File: src/rtl/enigma_pkg.sv
// Shared types and helpers for the Enigma keypress sequencer.
//  - letter_t   : 5-bit letter / rotor position, A=1..Z=26, 0 = invalid
//  - stage_e    : shared datapath stage select, in traversal order
//  - state_e    : sequencer FSM states
//  - wrap_inc   : position increment with 26 -> 1 wrap
//  - letter_ok  : range check for 1..26
package enigma_pkg;

  localparam int unsigned LETTER_W    = 5;
  localparam int unsigned NUM_LETTERS = 26;

  typedef logic [LETTER_W-1:0] letter_t;

  localparam letter_t LETTER_INVALID = '0;

  // Default turnover positions for the fast (R1) and middle (R2) rotors.
  localparam letter_t NOTCH1_DEFAULT = 5'd17;
  localparam letter_t NOTCH2_DEFAULT = 5'd5;

  typedef enum logic [2:0] {
    S_R1     = 3'd0,
    S_R2     = 3'd1,
    S_R3     = 3'd2,
    S_REFL   = 3'd3,
    S_R3_INV = 3'd4,
    S_R2_INV = 3'd5,
    S_R1_INV = 3'd6
  } stage_e;

  typedef enum logic [1:0] {
    StIdle = 2'd0,
    StStep = 2'd1,
    StPass = 2'd2,
    StDone = 2'd3
  } state_e;

  // Compare against 26 before incrementing so 5 bits never overflow.
  function automatic letter_t wrap_inc(input letter_t v);
    return (v >= letter_t'(NUM_LETTERS)) ? letter_t'(1) : letter_t'(v + 1'b1);
  endfunction

  function automatic logic letter_ok(input letter_t v);
    return (v != LETTER_INVALID) && (v <= letter_t'(NUM_LETTERS));
  endfunction

endpackage

File: src/rtl/enigma_if.sv
// Bus bundle between the sequencer and its surroundings (keyboard decode, rotor
// datapath, display).
//  slave  : the sequencer's view (takes keypress/load/stage_out/out_ready, drives the rest)
//  master : the environment's view (keyboard, datapath and display together)
// Keypress : in_valid, in_letter, in_ready
// Load     : load_pos, pos_init1..3
// Status   : pos1..pos3, error
// Datapath : stage_sel, stage_in, stage_rotate, stage_out
// Result   : out_valid, out_letter, out_ready
interface enigma_if;
  import enigma_pkg::*;

  logic        in_valid;
  letter_t     in_letter;
  logic        in_ready;
  logic        load_pos;
  letter_t     pos_init1;
  letter_t     pos_init2;
  letter_t     pos_init3;
  letter_t     pos1;
  letter_t     pos2;
  letter_t     pos3;
  logic [2:0]  stage_sel;
  letter_t     stage_in;
  letter_t     stage_rotate;
  letter_t     stage_out;
  logic        out_valid;
  letter_t     out_letter;
  logic        out_ready;
  logic        error;

  modport slave (
    input  in_valid, in_letter, load_pos, pos_init1, pos_init2, pos_init3, stage_out,
           out_ready,
    output in_ready, pos1, pos2, pos3, stage_sel, stage_in, stage_rotate, out_valid,
           out_letter, error
  );

  modport master (
    output in_valid, in_letter, load_pos, pos_init1, pos_init2, pos_init3, stage_out,
           out_ready,
    input  in_ready, pos1, pos2, pos3, stage_sel, stage_in, stage_rotate, out_valid,
           out_letter, error
  );

endinterface

File: src/rtl/rotor_stepper.sv
// Combinational next-position logic for the three rotors (odometer with the
// middle-rotor double step).
//  pos1..pos3     : current (pre-step) positions, 1..26
//  notch1, notch2 : turnover positions of R1 and R2
//  next1..next3   : positions after one keypress step
module rotor_stepper
  import enigma_pkg::*;
(
  input  letter_t pos1,
  input  letter_t pos2,
  input  letter_t pos3,
  input  letter_t notch1,
  input  letter_t notch2,
  output letter_t next1,
  output letter_t next2,
  output letter_t next3
);

  logic fast_at_notch;
  logic mid_at_notch;

  assign fast_at_notch = (pos1 == notch1);
  assign mid_at_notch  = (pos2 == notch2);

  assign next1 = wrap_inc(pos1);
  // R2 at its own notch steps again together with R3: the double step.
  assign next2 = (fast_at_notch || mid_at_notch) ? wrap_inc(pos2) : pos2;
  assign next3 = mid_at_notch ? wrap_inc(pos3) : pos3;

endmodule

File: src/rtl/enigma_sequencer.sv
// Keypress controller for the Enigma datapath. Per accepted letter it steps the
// rotors once, then walks one shared rotor-lookup datapath through seven stages
// (R1, R2, R3, reflector, R3_inv, R2_inv, R1_inv) and presents the result.
//  clk, rst : clock, synchronous active-high reset
//  bus      : enigma_if slave view (keypress, load, status, datapath, result)
// Parameters NOTCH1/NOTCH2 are the R1/R2 turnover positions.
module enigma_sequencer
  import enigma_pkg::*;
#(
  parameter letter_t NOTCH1 = NOTCH1_DEFAULT,
  parameter letter_t NOTCH2 = NOTCH2_DEFAULT
) (
  input  logic     clk,
  input  logic     rst,
  enigma_if.slave  bus
);

  state_e  state_q;
  letter_t pos1_q, pos2_q, pos3_q;
  letter_t next1, next2, next3;
  letter_t data_q;
  stage_e  stage_sel_q;
  letter_t stage_in_q;
  letter_t stage_rotate_q;
  logic    out_valid_q;
  letter_t out_letter_q;
  logic    error_q;
  stage_e  stage_nxt;

  rotor_stepper u_stepper (
    .pos1   (pos1_q),
    .pos2   (pos2_q),
    .pos3   (pos3_q),
    .notch1 (NOTCH1),
    .notch2 (NOTCH2),
    .next1  (next1),
    .next2  (next2),
    .next3  (next3)
  );

  // Rotation applied by each stage: the owning rotor's position, none for the reflector.
  function automatic letter_t rotate_for(input stage_e k, input letter_t p1, input letter_t p2,
                                         input letter_t p3);
    unique case (k)
      S_R1, S_R1_INV: return p1;
      S_R2, S_R2_INV: return p2;
      S_R3, S_R3_INV: return p3;
      default:        return '0;
    endcase
  endfunction

  assign stage_nxt = stage_e'(stage_sel_q + 3'd1);

  always_ff @(posedge clk) begin
    if (rst) begin
      state_q        <= StIdle;
      pos1_q         <= letter_t'(1);
      pos2_q         <= letter_t'(1);
      pos3_q         <= letter_t'(1);
      data_q         <= '0;
      stage_sel_q    <= S_R1;
      stage_in_q     <= '0;
      stage_rotate_q <= '0;
      out_valid_q    <= 1'b0;
      out_letter_q   <= '0;
      error_q        <= 1'b0;
    end else begin
      error_q <= 1'b0;
      unique case (state_q)
        StIdle: begin
          // A load in the same cycle as a keypress takes priority; the keypress is dropped.
          if (bus.load_pos) begin
            pos1_q <= bus.pos_init1;
            pos2_q <= bus.pos_init2;
            pos3_q <= bus.pos_init3;
          end else if (bus.in_valid) begin
            if (letter_ok(bus.in_letter)) begin
              data_q  <= bus.in_letter;
              state_q <= StStep;
            end else begin
              error_q <= 1'b1;
            end
          end
        end
        StStep: begin
          pos1_q         <= next1;
          pos2_q         <= next2;
          pos3_q         <= next3;
          // First stage needs the post-step R1 position, which lands this same edge.
          stage_sel_q    <= S_R1;
          stage_in_q     <= data_q;
          stage_rotate_q <= next1;
          state_q        <= StPass;
        end
        StPass: begin
          if (bus.stage_out == LETTER_INVALID) begin
            error_q        <= 1'b1;
            stage_sel_q    <= S_R1;
            stage_in_q     <= '0;
            stage_rotate_q <= '0;
            state_q        <= StIdle;
          end else begin
            data_q <= bus.stage_out;
            if (stage_sel_q == S_R1_INV) begin
              stage_sel_q    <= S_R1;
              stage_in_q     <= '0;
              stage_rotate_q <= '0;
              state_q        <= StDone;
            end else begin
              stage_sel_q    <= stage_nxt;
              stage_in_q     <= bus.stage_out;
              stage_rotate_q <= rotate_for(stage_nxt, pos1_q, pos2_q, pos3_q);
            end
          end
        end
        StDone: begin
          // First DONE cycle registers the result; it is then held until taken.
          if (!out_valid_q) begin
            out_valid_q  <= 1'b1;
            out_letter_q <= data_q;
          end else if (bus.out_ready) begin
            out_valid_q <= 1'b0;
            state_q     <= StIdle;
          end
        end
        default: state_q <= StIdle;
      endcase
    end
  end

  assign bus.in_ready     = (state_q == StIdle);
  assign bus.pos1         = pos1_q;
  assign bus.pos2         = pos2_q;
  assign bus.pos3         = pos3_q;
  assign bus.stage_sel    = stage_sel_q;
  assign bus.stage_in     = stage_in_q;
  assign bus.stage_rotate = stage_rotate_q;
  assign bus.out_valid    = out_valid_q;
  assign bus.out_letter   = out_letter_q;
  assign bus.error        = error_q;

endmodule
File: src/flat_wrapper.sv
// flat-port wrapper written by rule: the top's interface ports become plain ports
module enigma_sequencer_flat import enigma_pkg::*;
#(
  parameter letter_t NOTCH1 = NOTCH1_DEFAULT,
  parameter letter_t NOTCH2 = NOTCH2_DEFAULT
)
  (clk, rst, bus_in_valid, bus_in_letter, bus_load_pos, bus_pos_init1, bus_pos_init2, bus_pos_init3, bus_stage_out, bus_out_ready, bus_in_ready, bus_pos1, bus_pos2, bus_pos3, bus_stage_sel, bus_stage_in, bus_stage_rotate, bus_out_valid, bus_out_letter, bus_error);
  enigma_if bus_i ();
  input  logic clk;
  input  logic rst;
  input wire logic [$bits(bus_i.in_valid)-1:0] bus_in_valid;
  input wire logic [$bits(bus_i.in_letter)-1:0] bus_in_letter;
  input wire logic [$bits(bus_i.load_pos)-1:0] bus_load_pos;
  input wire logic [$bits(bus_i.pos_init1)-1:0] bus_pos_init1;
  input wire logic [$bits(bus_i.pos_init2)-1:0] bus_pos_init2;
  input wire logic [$bits(bus_i.pos_init3)-1:0] bus_pos_init3;
  input wire logic [$bits(bus_i.stage_out)-1:0] bus_stage_out;
  input wire logic [$bits(bus_i.out_ready)-1:0] bus_out_ready;
  output wire logic [$bits(bus_i.in_ready)-1:0] bus_in_ready;
  output wire logic [$bits(bus_i.pos1)-1:0] bus_pos1;
  output wire logic [$bits(bus_i.pos2)-1:0] bus_pos2;
  output wire logic [$bits(bus_i.pos3)-1:0] bus_pos3;
  output wire logic [$bits(bus_i.stage_sel)-1:0] bus_stage_sel;
  output wire logic [$bits(bus_i.stage_in)-1:0] bus_stage_in;
  output wire logic [$bits(bus_i.stage_rotate)-1:0] bus_stage_rotate;
  output wire logic [$bits(bus_i.out_valid)-1:0] bus_out_valid;
  output wire logic [$bits(bus_i.out_letter)-1:0] bus_out_letter;
  output wire logic [$bits(bus_i.error)-1:0] bus_error;
  assign bus_i.in_valid = bus_in_valid;
  assign bus_i.in_letter = bus_in_letter;
  assign bus_i.load_pos = bus_load_pos;
  assign bus_i.pos_init1 = bus_pos_init1;
  assign bus_i.pos_init2 = bus_pos_init2;
  assign bus_i.pos_init3 = bus_pos_init3;
  assign bus_i.stage_out = bus_stage_out;
  assign bus_i.out_ready = bus_out_ready;
  assign bus_in_ready = bus_i.in_ready;
  assign bus_pos1 = bus_i.pos1;
  assign bus_pos2 = bus_i.pos2;
  assign bus_pos3 = bus_i.pos3;
  assign bus_stage_sel = bus_i.stage_sel;
  assign bus_stage_in = bus_i.stage_in;
  assign bus_stage_rotate = bus_i.stage_rotate;
  assign bus_out_valid = bus_i.out_valid;
  assign bus_out_letter = bus_i.out_letter;
  assign bus_error = bus_i.error;
  enigma_sequencer #(.NOTCH1(NOTCH1), .NOTCH2(NOTCH2)) u_core (.clk(clk), .rst(rst), .bus(bus_i));
endmodule
File: config.mk
export PLATFORM = sky130hd
export DESIGN_NAME = enigma_sequencer_flat
export DESIGN_NICKNAME = d
export VERILOG_FILES = /design/src/rtl/enigma_pkg.sv /design/src/rtl/enigma_if.sv /design/src/rtl/rotor_stepper.sv /design/src/rtl/enigma_sequencer.sv /design/src/flat_wrapper.sv
export SDC_FILE = /design/constraint.sdc
export NUM_CORES = 1
export LEC_CHECK = 0
export ABC_AREA = 1
export CORE_UTILIZATION = 52
export CTS_CLUSTER_DIAMETER = 50
export DETAILED_ROUTE_END_ITERATION = 10
export PLACE_DENSITY = 0.85
export SKIP_LAST_GASP = 1
export SLEW_MARGIN = 20
export SYNTH_ARGS = -nofsm -noshare
export SYNTH_HDL_FRONTEND = slang
export SYNTH_SLANG_ARGS = --single-unit
File: constraint.sdc
create_clock -name clk -period 3 [get_ports clk]
set_input_delay 0.6 -clock clk [delete_from_list [all_inputs] [get_ports clk]]
set_output_delay 0.6 -clock clk [all_outputs]
set_load 0.02 [all_outputs]
# After elaboration in Yosys (flattened, before gate mapping)
# Index checks and enable logic that the tools add are counted.
dict set report totals {
  output_inout_bits 36
  inputBits 30
  elab_cells 100
  regBits 42
}
dict set report classes {
  magnitude_cmp 4
  mux 41
  addsub 4
  n_reduce_logical 18
  n_bitwise 1
  eq_ne 21
}
# cell count
set op_table {}
lappend op_table {{$mux W5} 16}
lappend op_table {{$pmux W5 S2} 6}
lappend op_table {{$add A5 B1 Y5 const B} 3}
lappend op_table {{$ge A5 B5 Y1 const B} 3}
lappend op_table {{$pmux W5 S3} 1}
lappend op_table {{$mux W2} 7}
lappend op_table {{$ne A2 B2 Y1 const B} 7}
lappend op_table {{$eq A3 B3 Y1 const B} 4}
lappend op_table {{$pmux W2 S4} 1}
lappend op_table {{$mux W1} 6}
lappend op_table {{$mux W3} 2}
lappend op_table {{$pmux W3 S2} 1}
lappend op_table {{$reduce_and A3 Y1} 2}
lappend op_table {{$reduce_and A6 Y1} 1}
lappend op_table {{$reduce_bool A2 Y1} 3}
lappend op_table {{$reduce_or A2 Y1} 3}
lappend op_table {{$eq A5 B3 Y1 const B} 1}
lappend op_table {{$eq A5 B5 Y1 const B} 1}
lappend op_table {{$le A5 B5 Y1 const B} 1}
lappend op_table {{$logic_not A5 Y1} 1}
lappend op_table {{$reduce_and A5 Y1} 1}
lappend op_table {{$reduce_bool A5 Y1} 1}
lappend op_table {{$eq A2 B2 Y1 const B} 2}
lappend op_table {{$ne A2 B1 Y1 const B} 2}
lappend op_table {{12 further kinds} 13}

# Depth between registers and ports, before layout
dict set report logic_depth {
  word_depth 7
  ltp_mapped 10
  depth_no_buf 9
}

# Hierarchy
# A second synthesis with hierarchy kept.
dict set report hier_totals {
  cells_unflattened 460
  area_unflattened_um2 2896.5
}
# mod cells_each seq_area_each_um2 instances area_each_um2
set by_module_without_submodules {}
lappend by_module_without_submodules {enigma_sequencer 325 840.8 1 2227.1}
lappend by_module_without_submodules {rotor_stepper 135 0.0 1 669.4}

# Worst setup path before layout
# Ideal clock, no wire load.
dict set report synth_timing {
  path_type {register to register}
  from {register u_core.state_q[0]}
  to {register u_core.pos2_q[3], in the netlist u_core.bus.pos2[3]}
  arrival_ns 1.585
  period_less_slack_ns 1.700
  setup_ns 0.116
  n_path_buf 1
  setup_slack_ns 1.300
  t_required_ns 2.884
  stages_incl_launch_ff 10
  cell_sequence {dfxtp_1 -> inv_1 -> ha_1 -> clkbuf_2 -> o21ai_4 -> nand4_1 -> nand2_2 -> inv_2 -> nor2_1 -> nor2_1}
}
dict set report synth_between {
  elab_chain_len 3
  elab_cells_between_ends 7
  classes_between {3 x eq/ne; 1 x mux; 3 x reduce/logical}
}
# item line
set synth_lines {}
lappend synth_lines {{start: declaration} enigma_sequencer.sv:18} ;# state_e state_q;
lappend synth_lines {{start signal: assignment} enigma_sequencer.sv:56} ;# state_q <= StIdle;
lappend synth_lines {{start signal: assignment} enigma_sequencer.sv:79} ;# state_q <= StStep;
lappend synth_lines {{start signal: assignment} enigma_sequencer.sv:93} ;# state_q <= StPass;
lappend synth_lines {{$logic_not A2 Y1 *} --}
lappend synth_lines {{net bus_in_ready} flat_wrapper.sv:19} ;# output wire logic [$bits(bus_i.in_ready)-1:0] bus_in_ready;
lappend synth_lines {{$ne A2 B2 Y1 (no line) / $reduce_bool A2 Y1 (equally long branches)} --}
lappend synth_lines {{$reduce_and A3 Y1 (no line)} --}
lappend synth_lines {{end signal: assignment} enigma_sequencer.sv:58} ;# pos2_q <= letter_t'(1);
lappend synth_lines {{end signal: assignment} enigma_sequencer.sv:74} ;# pos2_q <= bus.pos_init2;
lappend synth_lines {{end signal: assignment} enigma_sequencer.sv:87} ;# pos2_q <= next2;
lappend synth_lines {{end: declaration} enigma_sequencer.sv:19} ;# letter_t pos1_q, pos2_q, pos3_q;
# Mark *: on every way through the listed nets, which the timed path passes. The rest lies on a longest branch.
# A chain may end at the register's enable or synchronous reset.

# Worst setup path after layout
dict set report layout_timing {
  from {register u_core.state_q[1]}
  to {output bus_in_ready}
}
dict set report layout_between {
  elab_chain_len 1
}
# item line
set layout_lines {}
lappend layout_lines {{$logic_not A2 Y1} enigma_sequencer.sv:131} ;# assign bus.in_ready = (state_q == StIdle);
lappend layout_lines {{end: declaration} flat_wrapper.sv:19}
# No other way between the ends.

==> implementation parameters <==
Parameter                              Value

CTS
  Clock root buffer master    clkbuf_8
  CTS tree    done
  Gates resized, CTS repair    0
  Hold buffer count at CTS    0
  CTS max path bufs    2
  Clock buffers created by TritonCTS    5
  Max H-tree Level    2
  Clock transition at the register clock pins on the worst setup and hold paths after CTS    80 ps
  Clk sink count    42
  Clock latency of the later-clocked register in the worst-skew pair    300 ps
  Buffers inserted during post-CTS setup optimization    0

Power
  Leakage dissipation    between 1 and 1.5 nW
  PnR Total Power    between 2 and 2.5 mW
  Peak ir drop on the vdd network    0.3305 mV
  Power density normalized to cell area    ~670 nW/um^2

Synthesis
  Sequential fraction of the synthesis area    33.67%
  Mean instance size in the synthesized netlist    6.589 um^2
  Post-Syn Instances    between 300 and 400
  Post-Synth XOR/XNOR Area    around 1.4%
  Count of cell types in the netlist    29
  Portion of netlist area occupied by mux cells    0%
  Basic-gate share of the synthesized area counting and, or, nand and nor cells    between 30 and 40%
  Synthesized area    2497 um^2
  Number of warnings issued by yosys    0
  Top flip-flop cell by instance count after synthesis    dfxtp_1
  EDFF count, synth    0
  Adder and majority gate portion of the synthesized area    about 6%
  Complex-gate fraction of the synthesized area    between 15 and 20%
  Ys async rst share    0%
  Combinational family with the most area after synthesis    simple AND/OR/NAND/NOR gates
  Synth Register Bits    between 40 and 50
  Nets in the synthesized netlist    approximately 420

Timing
  Max-slew violations    0
  FMAX    between 0.4 and 0.5 GHz
  Hold Vio Cnt, Final    0
  Setup TNS Final    0 ps
  Count of endpoints failing setup in the final report    0
  Worst Max-Slew Pin Slew    just over 700 ps
  RSZ-0062 raised after global routing    false
  Final Hold Slack    495.6 ps
  Minimum clock period    approximately 2500 ps
  Worst slew margin relative to its limit    a little over half
  Layout Skew    9.284 ps
  Period utilization    roughly four fifths

Detailed routing
  Routed wirelength normalized by instance count    ~14 um
  Iteration-0 DRC count of the detailed router    about 200
  Count of unresolved DRC violations after routing    6
  Number of vias in the routed layout    2714
  Drt pass-1 iters    7
  Total routed wirelength    approximately 6.6 mm
  Via density    between 5 and 6
  Antenna Nets Post-Route    0

Run status
  Outcome    complete, but fails checks
  Failing checks    design-rule violations

Floorplan
  Initial cell density of the core    55.82%
  Row cnt    24
  Core area    around 4500 um^2
  Die height    between 70 and 80 um
  Die width    between 70 and 80 um
  Overall die area    5084 um^2
  Ports    66

GRT
  Largest net degree at the start of global routing    29
  Number of antenna violations at the first check in global routing    0
  Wire length of the first global-routing pass    11.24 mm
  Global-route total usage across every layer    27.33%
  Global-route congestion overflow total    0
  Vias in the first global route    between 2000 and 3000

Layout
  Commonest non-fill, non-tap cell in the layout    nand2_1
  Synthesis-to-layout area growth    31.16%
  Antenna cells    0
  Share of layout cells above drive strength 1    5.467%
  Most frequent cells in the layout    83 x nand2_1, 65 x clkdlybuf4s50_1, 45 x nor2_1
  Final layout net count    slightly below 500

Worst setup path
  Biggest cell delay along the critical path    roughly 680 ps
  Critical-path top delay cell    clkdlybuf4s50_1
  Top delay family on crit path    buffers and inverters
  Crit path required time    2400 ps
  Crit start category    flip-flop
  CP Capture Type    primary output
  Kind of critical path    reg2out
  Ordered cell list for the critical path    inv_1, ha_1, clkdlybuf4s50_1
  Crit path buffers/inverters    2
  Arrival time worst endpoint    roughly 1900 ps
  Crit-path max FO    7

Run
  Max-cap violations    0

Placed design
  Gp weighted congestion    about 0.89
  Count of input and output buffers    65
  HPWL reported at the end of detailed placement    about 4.8 mm

Hold path
  Class of the most critical hold timing path    reg2reg
worst register-to-register path: stages (launching register included):
cell,delay [ps]
dfxtp_1,360
inv_1,110
ha_1,490
inv_2,280
o21ai_4,360
nand2_2,190
nand2_2,160
inv_2,80
nor2_1,110
nor2_1,50
per-layer routing:
layer  vias up  part of all wire, %  GRT usage [%]
met2        90                   49          50.05
met3        10                  6.1          6.048
met4         0                  1.3          9.556
met5         -                    0              0
met1      1249                   43          31.18
li1       1365                    -              -
sequential cells by signal (all words and copies together), names as in the netlist:
signal	cells
u_core.bus.out_valid	1
u_core.bus.out_letter	5
u_core.state_q	2
u_core.data_q	5
u_core.bus.error	1
u_core.bus.pos1	5
u_core.bus.stage_rotate	5
u_core.bus.pos2	5
u_core.bus.stage_in	5
u_core.bus.stage_sel	3
u_core.bus.pos3	5
through the flow:
stage / worst slack, ps / instances / util, % / area, um^2
after floorplan: 1300 / 379 / - / 2497
after global placement: 674.3 / 484 / 70.69 / 3163
after detailed placement: 636.1 / 484 / 70.69 / 3163
after CTS: 578.8 / 491 / 73.21 / 3276
after global routing: 480.0 / 491 / 73.21 / 3276
final: 542.5 / 491 / 73.21 / 3276
power by group:
part / internal, mW / switching [mW] / leakage (nW)
logic: 0.395 / 0.539 / 1.02
clock network: 0.266 / 0.191 / 0.0573
registers: 0.664 / 0.130 / 0.344
total: 1.32 / 0.859 / 1.42
worst paths after layout:
path | startpoint | endpoint | slack (ps) | cells after the start
max | u_core.state_q[1]$_SDFFE_PP0P_ | bus_in_ready | 540 | 3
max reg2reg | u_core.state_q[1]$_SDFFE_PP0P_ | u_core.bus.pos2[1]$_SDFFE_PP0P_ | 700 | 9
min reg2reg | u_core.data_q[0]$_SDFFE_PP0P_ | u_core.data_q[0]$_SDFFE_PP0P_ | 500 | 2
min | u_core.data_q[0]$_SDFFE_PP0P_ | u_core.data_q[0]$_SDFFE_PP0P_ | 500 | 2
kinds of logic (layout without fill, tap and decap cells):
group / count (synthesis) / count (layout)
adder cells (fa/ha/maj): 12 / 12
AO/OA/AOI/OAI: 80 / 80
XOR/XNOR: 4 / 4
buffers and inverters: 51 / 111
flip-flops: 42 / 42
AND/OR/NAND/NOR: 190 / 190
Yosys cell counts (3+ instances only):
cell type	n	area, um^2
nor2_1	45	168.9
o21ai_0	34	170.2
o21bai_1	3	22.52
inv_1	33	123.9
nand4_1	8	50.05
o211ai_1	6	45.04
nor3_1	6	30.03
clkbuf_1	6	22.52
nand3_1	35	175.2
nand2_1	83	311.6
a21oi_1	32	160.2
or2_2	4	25.02
buf_2	6	30.03
ha_1	12	150.1
xor2_1	4	35.03
dfxtp_1	42	840.8
nand2_2	4	25.02
area by class of cell:
| type | count | area [um^2] |
|---|---|---|
| fill | 379 | 1199 |
| clock buffer | 6 | 82.58 |
| tap | 52 | 65.06 |
| clock inverter | 1 | 30.03 |
| inverter | 37 | 138.9 |
| timing repair buffer | 67 | 665.6 |
| multi-input combinational | 286 | 1453 |
| sequential | 42 | 840.8 |
No activity file was read; power rests on OpenSTA's default activity.
